## config.mk

```make
export PLATFORM = sky130hd
export DESIGN_NAME = addsub_pipe
export DESIGN_NICKNAME = d
export VERILOG_FILES = /design/src/rtl/addsub_pipe.sv
export SDC_FILE = /design/constraint.sdc
export NUM_CORES = 1
export LEC_CHECK = 0
export BUFFER_PORTS_ARGS = -buffer_cell sky130_fd_sc_hd__buf_2
export CAP_MARGIN = 30
export CORE_AREA = 2 2 55 57
export CTS_CLUSTER_DIAMETER = 200
export DETAILED_ROUTE_END_ITERATION = 10
export DIE_AREA = 0 0 57 59
export GPL_ROUTABILITY_DRIVEN = 0
export PLACE_DENSITY = 0.72
export SYNTH_ARGS = -nofsm -noshare
export SYNTH_HDL_FRONTEND = slang
export SYNTH_SLANG_ARGS = --single-unit
```

## constraint.sdc

```tcl
create_clock -name clk -period 2.64 [get_ports clk]
set_input_delay 0 -clock clk [delete_from_list [all_inputs] [get_ports clk]]
set_output_delay 0 -clock clk [all_outputs]
set_load 0.02 [all_outputs]
```

## src/rtl/addsub_pipe.sv

```systemverilog
// Two-stage pipelined adder/subtractor with valid/ready handshakes.
// Optional signed saturation when ADDSUB_PIPE_SAT_EN is defined.
module addsub_pipe #(
    parameter int WIDTH = 8,
    parameter int LO_W  = WIDTH / 2
) (
    input  logic             clk,
    input  logic             rst_n,
    input  logic             in_valid,
    output logic             in_ready,
    input  logic [WIDTH-1:0] a,
    input  logic [WIDTH-1:0] b,
    input  logic             sub,
    output logic             out_valid,
    input  logic             out_ready,
    output logic [WIDTH:0]   out,
    output logic             ovf,
    output logic             zero,
    output logic             neg
);

    localparam int HI_W = WIDTH - LO_W;

    typedef struct packed {
        logic [LO_W-1:0] lo_sum;
        logic            lo_c;
        logic [HI_W-1:0] a_hi;
        logic [HI_W-1:0] b_hi;
        logic            sub;
    } s1_t;

    s1_t             s1_q;
    s1_t             s1_d;
    logic            s1_valid;
    logic            s2_valid;
    logic            s2_adv;
    logic            s1_load;
    logic            s2_load;

    logic [WIDTH-1:0] b_eff;
    logic [LO_W:0]    lo_full;

    logic [HI_W-1:0]  b_hi_eff;
    logic [HI_W:0]    hi_full;
    logic [WIDTH-1:0] sum_raw;
    logic [WIDTH-1:0] sum_fin;
    logic             cout_d;
    logic             ovf_d;
    logic             a_sign;

    assign s2_adv    = !s2_valid || out_ready;
    assign in_ready  = !s1_valid || s2_adv;
    assign s1_load   = in_valid && in_ready;
    assign s2_load   = s1_valid && s2_adv;
    assign out_valid = s2_valid;

    // Stage 1: low half of the carry chain.
    assign b_eff   = b ^ {WIDTH{sub}};
    assign lo_full = {1'b0, a[LO_W-1:0]}
                   + {1'b0, b_eff[LO_W-1:0]}
                   + {{LO_W{1'b0}}, sub};

    always_comb begin
        s1_d        = '0;
        s1_d.lo_sum = lo_full[LO_W-1:0];
        s1_d.lo_c   = lo_full[LO_W];
        s1_d.a_hi   = a[WIDTH-1:LO_W];
        s1_d.b_hi   = b[WIDTH-1:LO_W];
        s1_d.sub    = sub;
    end

    always_ff @(posedge clk or negedge rst_n) begin
        if (!rst_n) begin
            s1_valid <= 1'b0;
            s1_q     <= '0;
        end else begin
            if (in_ready) begin
                s1_valid <= in_valid;
            end
            if (s1_load) begin
                s1_q <= s1_d;
            end
        end
    end

    // Stage 2: upper chain, flags and optional clamp.
    assign b_hi_eff = s1_q.b_hi ^ {HI_W{s1_q.sub}};
    assign hi_full  = {1'b0, s1_q.a_hi}
                    + {1'b0, b_hi_eff}
                    + {{HI_W{1'b0}}, s1_q.lo_c};
    assign sum_raw  = {hi_full[HI_W-1:0], s1_q.lo_sum};
    assign cout_d   = hi_full[HI_W];
    assign a_sign   = s1_q.a_hi[HI_W-1];
    assign ovf_d    = (a_sign == b_hi_eff[HI_W-1])
                   && (sum_raw[WIDTH-1] != a_sign);

`ifdef ADDSUB_PIPE_SAT_EN
    always_comb begin
        sum_fin = sum_raw;
        if (ovf_d) begin
            sum_fin = a_sign ? {1'b1, {(WIDTH-1){1'b0}}}
                             : {1'b0, {(WIDTH-1){1'b1}}};
        end
    end
`else
    assign sum_fin = sum_raw;
`endif

    always_ff @(posedge clk or negedge rst_n) begin
        if (!rst_n) begin
            s2_valid <= 1'b0;
            out      <= '0;
            ovf      <= 1'b0;
            zero     <= 1'b0;
            neg      <= 1'b0;
        end else begin
            if (s2_adv) begin
                s2_valid <= s1_valid;
            end
            if (s2_load) begin
                out  <= {cout_d, sum_fin};
                ovf  <= ovf_d;
                zero <= (sum_fin == '0);
                neg  <= sum_raw[WIDTH-1];
            end
        end
    end

endmodule

```

=== Yosys cells after proc, flatten, opt, wreduce, memory -nomap -nowiden ===
Index checks and enable logic that the tools add are counted.

* Bitwise operators: 2
* Add/subtract/negate cells: 4
* Reduce and logical (&&, ||, !) cells: 8
* Eq/ne operators: 2

{| class="wikitable"
|+ Operators with widths
! kind !! count
|-
| adder 4 x 4 -> 5 bit || 2
|-
| adder 5 x 1 -> 5 bit || 2
|-
| logical NOT 8 bit || 1
|-
| XOR 4 bit || 2
|-
| logical AND 1 bit || 3
|-
| logical NOT 1 bit || 2
|-
| logical OR 1 bit || 2
|-
| == test 1 bit || 1
|-
| inequality test 1 bit || 1
|}

* Output and inout bits: 14
* Word-level logic and storage cells: 27
* Flip-flop bits (word level): 28

=== Longest topological paths before layout ===
* Depth after elaboration: 5
* Gate-level depth with buffers: 7
* Mapped depth without buffers: 6

=== Worst setup path after synthesis ===
OpenSTA, ideal clock, no wires.

* Path type: reg-to-reg
* From: register s1_q[0] (netlist name)
* To: register zero
* Path slack: 0.655 ns
* Clock period less this slack: 1.985 ns
* Data arrival time: 1.889 ns
* Cell stages (with the launch flop): 8
* Buffers on the path: 1
* Cell sequence: dfrtp_1 > clkbuf_1 > xor2_1 > fa_1 > fa_1 > xnor2_1 > nand3_1 > o31ai_1

* Longest elaborated chain between the ends: 4

{| class="wikitable"
|+ RTL lines
! element !! RTL line !! source
|-
| start, declared || 32 || <nowiki>s1_t s1_q;</nowiki>
|-
| start signal, assigned || 75 || <nowiki>s1_q <= '0;</nowiki>
|-
| start signal, assigned || 81 || <nowiki>s1_q <= s1_d;</nowiki>
|-
| XOR 4 bit || 87 || <nowiki>assign b_hi_eff = s1_q.b_hi ^ {HI_W{s1_q.sub}};</nowiki>
|-
| adder 4 x 4 -> 5 bit || 89 || <nowiki>+ {1'b0, b_hi_eff}</nowiki>
|-
| adder 5 x 1 -> 5 bit || 90 || <nowiki>+ {{HI_W{1'b0}}, s1_q.lo_c};</nowiki>
|-
| logical NOT 8 bit || 123 || <nowiki>zero <= (sum_fin == '0);</nowiki>
|-
| end signal, assigned || 123 ||
|-
| end, declared || 18 || <nowiki>output logic zero,</nowiki>
|}

Every way passes these cells.
A chain may end at the register's enable or synchronous reset.

=== Final worst setup path ===
Same ends and word-level chain as after synthesis.

==> impl_metrics.toml <==
[routing]
wire_per_inst_um = 12.6
first_iter_violations = 17
vias_per_cell = 4.92
postRouteAntennaNets = 0
wl_um = 2280
vias = 885
drc_errors = 0
firstDrtPassIters = 2

[finish]
drive_above_1_share_pct = 38.9
diodes = 0
n_fill_cell = 226
num-nets-final = 180
instances_no_fill = 180
area_growth_pct = 24.8

[global_route]
antenna_found_initial = 0
grt_overflow_total = 0
grt_max_degree = 28
grt_pass1_wl_um = 4150
grt_pass1_vias = 955
track_usage_pct = 15.6

[clock_network]
clockRootBuffer = "clkbuf_4"
clk_latency_ps = 310
clockBufferDepth = 2
post_cts_buffers = 0
h-tree-depth = 1
cts_buffers = 3
clk_pin_slew_worst_paths_ps = 140
cts_tree = "yes"
cts.sinks = 27

[floorplanning]
core_area_um2 = 2710
rows = 19
start_util_pct = 49.7
num_io_pins = 35
dieArea_um2 = 3360
fp.dieH_um = 59
die_w_um = 57

[logic_synthesis]
synthFlopType = "dfrtp_1"
synth.ff_latch_count = 27
yosys_warnings = 0
synth_top_area_cell = "dfrtp_1"
synth_edf_count = 0
synthCells = 103
syn_area_per_cell_um2 = 13.1
ys_types = 22
yosysSeqAreaShare_pct = 50.1
synth_area_um2 = 1350
yosysMostFrequentCell = "dfrtp_1"
synth_area_leaders = "dfrtp_1 50%, mux2_2 15%, ha_1 5.6%"
ys_top_cells_by_count = "27 x dfrtp_1, 18 x mux2_2, 8 x nand2_1, 8 x xor2_1, 6 x ha_1"
synth.net_count = 133
async_flop_share_pct = 100
synth_top_area_share_pct = 50.1

[sta]
fin_tns_setup_ps = 0
period_share_pct = 78.0
worst_slew_pin_slew_ps = 578
fmax_mhz = 486
max_slew_margin_pct = 61.5
setup_viol = 0
hold_viol_final = 0
final-max-slew-violation-count = 0
worst_hold_slack_ps = 9.94
final.min_clock_period_ps = 2060
rsz0062_at_grt = "false"
clock_skew_ps = 5.84

[worst_setup_path]
path_max_fanout = 5
crit_required_ps = 2860
end_kind = "flop"
path_buf_inv = 0
path_class = "reg -> reg"
start_kind = "flop"
max_stage_delay_ps = 470
cp.arrival_ps = 2280
cp_top_family = "adder cells"
cpMostUsedCell = "fa_1"
crit_path_top_delay_cell = "dfrtp_1"
path_cells = "xor2_1, fa_1, fa_1, xnor2_1, nand3_1, o31ai_1"

[job]
maxCapViolCount = 0

[pwr]
p_sw_share_pct = 35.8
leakage_nw = 0.800
p_seq_share_pct = 45.6
clkPwrFrac_pct = 12.8
switchingPower_mw = 0.469
combPwrFrac_pct = 41.6
power_density_nw_per_um2 = 780
internal_power_mw = 0.842
irDropWorstVdd_v = 0.000601

[placed_design]
dp.cells = 164
port_buffers = 34
dpl.hpwl_um = 1670

[hold_path]
hold_path_class = "in -> reg"

[status]
status = "finished, final reports clean"
worst register-to-register path, stage by stage (launching register included):
cell	delay (ps)
dfrtp_1	470
xor2_1	200
fa_1	420
fa_1	420
xnor2_1	190
nand3_1	90
o31ai_1	190
cells in the final DEF (no fill, tap or decap), drive strengths merged:
| cell | synthesis | routed |
|---|---|---|
| a31oi | 1 | 1 |
| nor4 | 1 | 1 |
| dfrtp | 27 | 27 |
| fa | 3 | 3 |
| mux2 | 19 | 19 |
| xor2 | 8 | 8 |
| a21o | 4 | 4 |
| nand3 | 1 | 1 |
| nand2b | 3 | 3 |
| ha | 6 | 6 |
| nor2 | 1 | 1 |
| buf | 3 | 34 |
| o31ai | 2 | 2 |
| nand2 | 9 | 9 |
| a21oi | 3 | 3 |
| xnor2 | 5 | 5 |
| nand3b | 1 | 1 |
| clkbuf | 1 | 4 |
| dlygate4sd3 | 0 | 12 |
| o21ai | 5 | 5 |
path summary, 6_finish.rpt:
check	endpoint	slack, ps	depth (start not counted)	startpoint
max in group asynchronous	s1_q[13]	2040	2	rst_n
min in group asynchronous	out[6]	220	2	rst_n
hold reg to reg	out[8]	500	2	out[8]
setup / recovery	zero	580	6	s1_q[0]
setup reg to reg	zero	580	6	s1_q[0]
hold / removal	s1_q[10]	10	3	b[0]
state kept, by name, summed over array words and instances, names as in the netlist:
signal / count
out_valid: 1
ovf: 1
s1_valid: 1
out: 9
zero: 1
a_sign: 1
s1_q: 13
through the flow:
stage | utilization, % | total power [mW] | area [um2] | setup slack [ps]
floorplan | - | 0.994 | 1350 | 655
global placement | 56.6 | 1.13 | 1540 | 659
detailed placement | 56.6 | 1.15 | 1540 | 590
CTS | 62.0 | 1.33 | 1680 | 558
global route | 62.0 | 1.42 | 1680 | 495
finish | 62.0 | 1.31 | 1680 | 581
final cells by class:
type / count / area (um2) / area share [%]
multi-input cells: 72 / 651 / 38.7
flip-flops and latches: 27 / 676 / 40.2
repair buffers: 46 / 290 / 17.3
well taps: 31 / 38.8 / 2.31
clock buffers: 4 / 26.3 / 1.56
cells by family after synthesis:
kind of cell / count (synthesis) / synth area share (%)
XOR/XNOR: 13 / 8.45
flip-flops: 27 / 50.1
AO/OA/AOI/OAI: 15 / 7.89
AND/OR/NAND/NOR: 16 / 5.76
adder cells (fa/ha/maj): 9 / 10.0
buffers and inverters: 4 / 1.58
multiplexers: 19 / 16.2
power by group through the flow:
stage	sequential, mW	clock, mW	combinational, mW
2_1_floorplan	0.683	0	0.311
3_3_place_gp	0.603	0	0.529
3_5_place_dp	0.610	0	0.538
4_1_cts	0.600	0.176	0.551
5_1_grt	0.616	0.193	0.607
6_report	0.598	0.167	0.546
metal layers:
| metal | part of all wire, % | up-vias | wire length (um) | track usage [%] |
|---|---|---|---|---|
| met4 | 0.84 | 0 | 19 | 1.99 |
| met2 | 46 | 27 | 1060 | 26.9 |
| met5 | 0 | - | 0 | 0 |
| li1 | - | 449 | - | - |
| met3 | 5.1 | 2 | 116 | 3.06 |
| met1 | 48 | 407 | 1080 | 21.1 |
what timing repair did:
action / in CTS / in global routing
hold buffers: 12 / 0
endpoints found under the hold margin: 38 / 0
gates resized for setup: 0 / 0
Power figures use the tool's default switching activity.
